**src/rtl/mmc3_bus_frontend.sv**
```systemverilog
`default_nettype none
// ============================================================================
// Module   : mmc3_bus_frontend
// Brief    : Cartridge-edge front end for MMC3: M2/A12 sync, qualified CPU
//            write strobes and filtered A12 rising-edge pulses.
// Revision : 1.0 - initial release
// ============================================================================
module mmc3_bus_frontend #(
    parameter int SYNC_STAGES = 2,
    parameter int M2_MIN_HIGH = 4,
    parameter int A12_LOW_M2  = 3,
    parameter int CNT_W       = 4
) (
    input  logic        clk_ppu,
    input  logic        rst_n,
    input  logic        m2,
    input  logic        romsel,
    input  logic        cpu_rw,
    input  logic [14:0] cpu_addr,
    input  logic [7:0]  cpu_data_i,
    input  logic        ppu_a12,
    output logic        wr_stb,
    output logic [14:0] wr_addr,
    output logic [7:0]  wr_data,
    output logic        m2_fall,
    output logic        a12_rise
);

    localparam logic [1:0]       c_st_idle = 2'd0;
    localparam logic [1:0]       c_st_qual = 2'd1;
    localparam logic [1:0]       c_st_high = 2'd2;
    localparam logic [CNT_W-1:0] c_one     = CNT_W'(1);
    localparam logic [CNT_W-1:0] c_hi_last = CNT_W'(M2_MIN_HIGH - 1);
    localparam logic [CNT_W-1:0] c_lo_min  = CNT_W'(A12_LOW_M2);

    logic [1:0]             r_rst_pipe;
    logic                   w_rst_n;
    logic [SYNC_STAGES-1:0] r_m2_sync;
    logic [SYNC_STAGES-1:0] r_a12_sync;
    logic [SYNC_STAGES-1:0] r_sync_vld;
    logic                   w_m2_s;
    logic                   w_a12_s;
    logic                   r_a12_d;
    logic                   r_armed;
    logic [1:0]             r_state;
    logic [1:0]             w_state_nxt;
    logic [CNT_W-1:0]       r_hi_cnt;
    logic [CNT_W-1:0]       w_hi_cnt_nxt;
    logic                   w_commit;
    logic [CNT_W-1:0]       r_lo_cnt;
    logic                   r_snap_romsel;
    logic                   r_snap_rw;
    logic [14:0]            r_snap_addr;
    logic [7:0]             r_snap_data;
    logic                   r_wr_stb;
    logic [14:0]            r_wr_addr;
    logic [7:0]             r_wr_data;
    logic                   r_m2_fall;
    logic                   r_a12_rise;

    // Reset asserts immediately but releases on a clock edge.
    always_ff @(posedge clk_ppu or negedge rst_n) begin
        if (!rst_n) r_rst_pipe <= 2'b00;
        else        r_rst_pipe <= {r_rst_pipe[0], 1'b1};
    end
    assign w_rst_n = r_rst_pipe[1];

    assign w_m2_s  = r_m2_sync[SYNC_STAGES-1];
    assign w_a12_s = r_a12_sync[SYNC_STAGES-1];

    // A CPU cycle only qualifies after M2 has been seen low with a filled
    // synchroniser, so a phase already in progress at reset release is dropped.
    always_ff @(posedge clk_ppu or negedge w_rst_n) begin
        if (!w_rst_n) begin
            r_m2_sync  <= '0;
            r_a12_sync <= '0;
            r_sync_vld <= '0;
            r_a12_d    <= 1'b0;
            r_armed    <= 1'b0;
        end else begin
            r_m2_sync  <= {r_m2_sync[SYNC_STAGES-2:0], m2};
            r_a12_sync <= {r_a12_sync[SYNC_STAGES-2:0], ppu_a12};
            r_sync_vld <= {r_sync_vld[SYNC_STAGES-2:0], 1'b1};
            r_a12_d    <= w_a12_s;
            r_armed    <= r_armed | (r_sync_vld[SYNC_STAGES-1] & ~w_m2_s);
        end
    end

    always_comb begin
        w_state_nxt  = r_state;
        w_hi_cnt_nxt = r_hi_cnt;
        w_commit     = 1'b0;
        case (r_state)
            c_st_idle: begin
                if (w_m2_s && r_armed) begin
                    w_state_nxt  = c_st_qual;
                    w_hi_cnt_nxt = c_one;
                end
            end
            c_st_qual: begin
                if (!w_m2_s)                   w_state_nxt  = c_st_idle;
                else if (r_hi_cnt >= c_hi_last) w_state_nxt  = c_st_high;
                else                            w_hi_cnt_nxt = r_hi_cnt + c_one;
            end
            c_st_high: begin
                if (!w_m2_s) begin
                    w_state_nxt = c_st_idle;
                    w_commit    = 1'b1;
                end
            end
            default: w_state_nxt = c_st_idle;
        endcase
    end

    always_ff @(posedge clk_ppu or negedge w_rst_n) begin
        if (!w_rst_n) begin
            r_state       <= c_st_idle;
            r_hi_cnt      <= '0;
            r_snap_romsel <= 1'b0;
            r_snap_rw     <= 1'b0;
            r_snap_addr   <= '0;
            r_snap_data   <= '0;
            r_wr_stb      <= 1'b0;
            r_wr_addr     <= '0;
            r_wr_data     <= '0;
            r_m2_fall     <= 1'b0;
        end else begin
            r_state   <= w_state_nxt;
            r_hi_cnt  <= w_hi_cnt_nxt;
            // Sample the bus whenever M2 is high so the final pre-fall value wins.
            if (w_m2_s) begin
                r_snap_romsel <= romsel;
                r_snap_rw     <= cpu_rw;
                r_snap_addr   <= cpu_addr;
                r_snap_data   <= cpu_data_i;
            end
            r_m2_fall <= w_commit;
            r_wr_stb  <= w_commit & r_snap_romsel & ~r_snap_rw;
            if (w_commit && r_snap_romsel && !r_snap_rw) begin
                r_wr_addr <= r_snap_addr;
                r_wr_data <= r_snap_data;
            end
        end
    end

    // The rise decision uses lo_cnt before any same-cycle increment.
    always_ff @(posedge clk_ppu or negedge w_rst_n) begin
        if (!w_rst_n) begin
            r_lo_cnt   <= '0;
            r_a12_rise <= 1'b0;
        end else begin
            r_a12_rise <= w_a12_s & ~r_a12_d & (r_lo_cnt >= c_lo_min);
            if (w_a12_s)
                r_lo_cnt <= '0;
            else if (r_m2_fall && (r_lo_cnt < c_lo_min))
                r_lo_cnt <= r_lo_cnt + c_one;
        end
    end

    assign wr_stb   = r_wr_stb;
    assign wr_addr  = r_wr_addr;
    assign wr_data  = r_wr_data;
    assign m2_fall  = r_m2_fall;
    assign a12_rise = r_a12_rise;

endmodule
`default_nettype wire
```
**config.mk**
```make
export PLATFORM = sky130hd
export DESIGN_NAME = mmc3_bus_frontend
export DESIGN_NICKNAME = d
export VERILOG_FILES = /design/src/rtl/mmc3_bus_frontend.sv
export SDC_FILE = /design/constraint.sdc
export NUM_CORES = 1
export LEC_CHECK = 0
export ABC_AREA = 1
export BUFFER_PORTS_ARGS = -buffer_cell sky130_fd_sc_hd__buf_4
export CAP_MARGIN = 20
export CELL_PAD_IN_SITES_DETAIL_PLACEMENT = 0
export CELL_PAD_IN_SITES_GLOBAL_PLACEMENT = 1
export CORE_ASPECT_RATIO = 1.2
export CORE_MARGIN = 3
export CORE_UTILIZATION = 44
export CTS_CLUSTER_SIZE = 16
export DETAILED_ROUTE_END_ITERATION = 8
export PLACE_DENSITY_LB_ADDON = 0.1
export SYNTH_ARGS = -nofsm -noshare
export SYNTH_HDL_FRONTEND = slang
export SYNTH_SLANG_ARGS = --single-unit
```
**constraint.sdc**
```tcl
create_clock -name clk_ppu -period 4.55 [get_ports clk_ppu]
set_clock_uncertainty 0.1 [all_clocks]
set_input_delay 0.455 -clock clk_ppu [delete_from_list [all_inputs] [get_ports clk_ppu]]
set_output_delay 0.455 -clock clk_ppu [all_outputs]
set_load 0.01 [all_outputs]
```
# --- Word level (Yosys, flattened, before mapping) ---
# Index checks and enable logic that the tools add are counted.
totals:
  elab_cells: 62
  output_inout_bits: 26
  in_bits: 29
  ff_bits: 71
classes:
  reduce_logical: 10
  bitwise: 9
  n_mux: 13
  eq_ne: 7
  order_cmp: 3
  n_addsub: 2
op_table:
  columns: ["operator", "count"]
  rows:
  - ["$mux W4", 5]
  - ["$add A4 B1 Y4 const B", 2]
  - ["$ge A4 B2 Y1 const B", 2]
  - ["$mux W2", 4]
  - ["$ne A2 B2 Y1 const B", 4]
  - ["$pmux W4 S2", 1]
  - ["$pmux W2 S3", 1]
  - ["$and A1 B1 Y1", 5]
  - ["$logic_and A1 B1 Y1", 4]
  - ["$lt A4 B2 Y1 const B", 1]
  - ["$reduce_and A4 Y1", 1]
  - ["$reduce_bool A2 Y1", 2]
  - ["$ne A3 B3 Y1 const B", 1]
  - ["$not A1 Y1", 3]
  - ["$reduce_and A3 Y1", 1]
  - ["$eq A2 B1 Y1 const B", 1]
  - ["$eq A2 B2 Y1 const B", 1]
  - ["$logic_not A2 Y1", 1]
  - ["$mux W1", 2]
  - ["$logic_not A1 Y1", 1]
  - ["$or A1 B1 Y1", 1]

# --- Logic depth before layout (Yosys ltp) ---
depth:
  word_depth: 4
  ltp_mapped: 7
  ltp_nobuf: 6

# --- Least setup slack after synthesis ---
# No wires, ideal clock.
synth_timing:
  path_kind: "register to register"
  from: "register r_m2_sync[1]"
  to: "register r_wr_addr[0] (netlist: wr_addr[0])"
  setup_time_ps: 118
  path_slack_ps: 3293
  stages_incl_launch_ff: 8
  t_required_ps: 4332
  arrival_time_ps: 1039
  synth_period_minus_slack_ps: 1257
  path_buffers: 3
  path_cell_list: "dfrtp_1 > buf_6 > nor2_4 > nand3_2 > buf_6 > buf_6 > nand2_1 > o21ai_2"
synth_between:
  elab_chain_len: 4
synth_lines:
  columns: ["element", "line", "text"]
  rows:
  - ["start: declaration", "38", "logic [SYNC_STAGES-1:0] r_m2_sync;"]
  - ["start signal: assignment", "81", "r_m2_sync <= {r_m2_sync[SYNC_STAGES-2:0], m2};"]
  - ["$mux W1", "106", "if (!w_m2_s) begin"]
  - ["$mux W1", "93", "case (r_state)"]
  - ["$logic_and A1 B1 Y1 (2 in a row)", "139", "if (w_commit && r_snap_romsel && !r_snap_rw) begin"]
  - ["end signal: assignment", "140", "r_wr_addr <= r_snap_addr;"]
  - ["end: declaration", "56", "logic [14:0] r_wr_addr;"]
# No other way between the ends.
# A chain may end at the register's enable or synchronous reset.

# --- Worst setup path after layout ---
layout_timing:
  from: "register r_state[0]"
  to: "register r_wr_data[4] (netlist: wr_data[4])"
layout_between:
  elab_chain_len: 4
layout_lines:
  columns: ["element", "line", "text"]
  rows:
  - ["start: declaration", "45", "logic [1:0] r_state;"]
  - ["start signal: assignment", "117", "r_state <= c_st_idle;"]
  - ["start signal: assignment", "128", "r_state <= w_state_nxt;"]
  - ["$eq A2 B2 Y1", "93", null]
  - ["$mux W1", "93", null]
  - ["$logic_and A1 B1 Y1 (2 in a row)", "139", null]
  - ["end signal: assignment", "141", "r_wr_data <= r_snap_data;"]
  - ["end: declaration", "57", "logic [7:0] r_wr_data;"]
# No other way between the ends.

==> key figures <==
Pwr
  – Int Pwr: about 1.1 mW
  – Clk pwr share: approximately 37%
  – PwrDens: 436 nW/um^2
  – Lkg Pwr: roughly 1.8 nW
  – Switching share of power: between 20% and 30%
  – Combinational group share of total power: roughly 14%
  – Flop pwr share: approximately 49%
  – Worst VDD drop: about 0.00026 V
  – Sw power: between 0.3 and 0.4 mW

Global route
  – Wire length of the first global-routing pass: approximately 8100 um
  – Initial antenna violation count: 0
  – Congestion Overflow GR: 0
  – Vias in the first global route: ~1800
  – Largest net degree at the start of global routing: 70
  – Tot GR Track Use: between 10 and 15%

Placed design
  – Routability Congestion: approximately 0.83
  – Buffers on Ports: 54
  – DPL Wire Length: roughly 3000 um
  – Dpl ws: between 2 and 3 ns

Clock network
  – Root Buffer Master: clkbuf_8
  – Skew-Pair Late Insertion Delay: roughly 0.33 ns
  – CTS Sinks: between 70 and 80
  – Max H-tree Level: 3
  – Setup Buffers After CTS: 0
  – CTS Buf Count: 9
  – CTS tree: built
  – Maximum clock path buffer count: 2
  – Hold_buf cts: 1
  – Post-CTS Resized: 0
  – Clk pin slew, worst setup/hold paths: approximately 0.07 ns

Timing
  – Total negative setup slack: 0 ns
  – Clock period minus worst slack: roughly 1.7 ns
  – Slew @ Worst Pin: around 0.85 ns
  – Final hold vios: 0
  – Fmax: just under 600 MHz
  – Final cycle utilization of the critical path: a little under two fifths
  – Max-slew violation count: 0
  – Final setup viols: 0
  – Worst setup slack after layout: 2.85 ns
  – Relative slew slack: between 40% and 50%
  – Unrepaired setup endpoints after global routing: false

Detailed routing
  – DRC Markers: 0
  – DRT Pass-1 Iters: 4
  – Total wire length: approximately 4700 um
  – Routed length per placed instance: 11.6 um
  – Iter 0 DRT Violations: between 100 and 150
  – Final antenna-violating net count: 0
  – Vias/cell: 4.51
  – DR vias: 1816

Worst setup path
  – Cell Chain, Critical Path: nor2_1 -> nand3_2 -> buf_16 -> nand2_1 -> o21ai_2
  – Worst Setup End Kind: flop
  – Top delay family on crit path: simple AND/OR/NAND/NOR gates
  – Critical path data arrival time: ~1.8 ns
  – Req. time, crit path: about 4.7 ns
  – CP Class: reg2reg
  – CP Buf/Inv Count: 1
  – CP startpoint kind: flop
  – Crit Path Max Fanout: 26
  – Slowest CP cell: dfrtp_1
  – Delay of the slowest critical-path stage: between 0.4 and 0.5 ns

Floorplanning
  – Core ar.: about 5800 sq um
  – Die Wd: 77.3 um
  – IO Count: 55
  – Die area: ~7100 sq um
  – Chip height: just over 90 um
  – Starting Density: 46.5%
  – Cell Rows: 30

Synth
  – Synth Warn #: 0
  – Post-synthesis register bit count: approximately 70
  – Biggest area consumer among synthesized cells: dfrtp_1
  – Post-synth top area share: between 60 and 70%
  – Sequential element share of the synthesized area: 66.2%
  – Syn avg cell area: 10.4 sq um
  – Cell area after synthesis: about 2700 sq um
  – Cell count after synthesis: between 200 and 300
  – Post-synthesis cell type count: 19
  – Synth area leaders: dfrtp_1 66%, nand2_1 9.1%, inv_1 5.0%, o21ai_2 4.6%, o21ai_0 4.3%

Hold path
  – Hold Crit Class: in2reg

Layout
  – Reg area: 1780 sq um
  – Area of the multi-input gates: 694 sq um
  – Diode count: 0
  – Fillers: 560
  – Synth-to-layout area growth: 26.2%
  – Nets: between 300 and 400
  – Layout cells sized above 1: 27.6%

Run status
  – Status: complete, no violations

Flow run
  – Max-cap violations: 0
==> through the flow <==
stage	util, %	total power, mW	cell area, sq um	cells	hold WS, ns
finish	58.6	1.48	3390	403	0.124
detailed placement	54.1	0.946	3130	385	0.138
global placement	54.1	0.940	3130	385	0.137
global route	58.6	1.56	3390	403	0.108
floorplan	-	0.856	2690	260	0.0594
CTS	58.1	1.50	3360	402	0.108
==> power by group through the flow <==
stage | clock (mW) | combinational [mW] | sequential, mW
2_1_floorplan | 0 | 0.0996 | 0.756
3_3_place_gp | 0 | 0.198 | 0.741
3_5_place_dp | 0 | 0.204 | 0.741
4_1_cts | 0.561 | 0.205 | 0.730
5_1_grt | 0.590 | 0.231 | 0.738
6_report | 0.546 | 0.201 | 0.730
==> Yosys cell counts <==
cell type   n
a21o_1      1
buf_2       2
buf_6       5
clkbuf_1    3
clkbuf_2    1
conb_1      1
dfrtp_1    71
ha_1        2
inv_1      36
nand2_1    65
nand3_1     8
nand3_2     1
nand3b_1    1
nor2_1     14
nor2_4      1
o21ai_0    23
o21ai_1     9
o21ai_2    14
o22ai_1     1
==> state kept, by name (all words and copies together), names as in the netlist, 2 cells and up <==
register / flops
r_m2_sync: 2
r_snap_addr: 15
wr_data: 8
r_state: 2
r_hi_cnt: 4
r_a12_sync: 2
r_snap_data: 8
r_lo_cnt: 4
wr_addr: 15
r_sync_vld: 2
r_rst_pipe: 2
==> layout by cell type (no fill, tap or decap) <==
| cell | count |
|---|---|
| nor2_1 | 14 |
| bufinv_16 | 2 |
| o22ai_1 | 1 |
| nor2_4 | 1 |
| dfrtp_1 | 70 |
| o21ai_1 | 9 |
| nand3b_1 | 1 |
| dlygate4sd3_1 | 1 |
| buf_16 | 1 |
| nand3_2 | 1 |
| ha_1 | 2 |
| nand2_1 | 65 |
| a21o_1 | 1 |
| nand3_1 | 8 |
| clkbuf_1 | 1 |
| inv_1 | 36 |
| conb_1 | 2 |
| clkbuf_8 | 10 |
| dfrtp_2 | 1 |
| buf_4 | 56 |
| o21ai_2 | 14 |
| clkinvlp_4 | 1 |
| o21ai_0 | 23 |
| clkinv_4 | 1 |
| clkinv_2 | 1 |
==> kinds of logic (layout without fill, tap and decap cells) <==
group                      count (synthesis)  in the layout  share of synthesized area (%)
and+or+nand+nor                           90             90                           13.6
adders and majority gates                  2              2                          0.932
DFF                                       71             71                           66.2
other                                      1              2                          0.140
AOI/OAI and AO/OA                         48             48                           11.0
buffers and inverters                     47            110                           8.11
==> worst paths after layout <==
kind | from | end | slack, ns | depth (start not counted)
max in group asynchronous | r_rst_pipe[1] | wr_addr[7] | 3.44 | 1
min reg2reg | r_m2_sync[0] | r_m2_sync[1] | 0.25 | 0
min | ppu_a12 | r_a12_sync[0] | 0.12 | 1
max reg2reg | r_state[0] | wr_data[4] | 2.85 | 5
max | r_state[0] | wr_data[4] | 2.85 | 5
min in group asynchronous | rst_n | r_rst_pipe[1] | 0.34 | 2
==> layer usage <==
metal | share of wire (%) | track usage (%) | wire length [um]
met1 | 44 | 17.2 | 2080
met5 | 0 | 0 | 0
met2 | 48 | 23.8 | 2240
met4 | 2.1 | 8.90 | 99
met3 | 5.2 | 4.17 | 244
==> final cells by class <==
type	instances	share of cell area, %
flip-flops and latches	71	52.5
multi-input cells	142	20.5
repair buffers	58	13.5
clock buffers	11	4.17
inverters	36	3.99
well taps	80	2.95
clock inverters	5	2.40
Note: power is estimated with default switching activity, not from simulation.
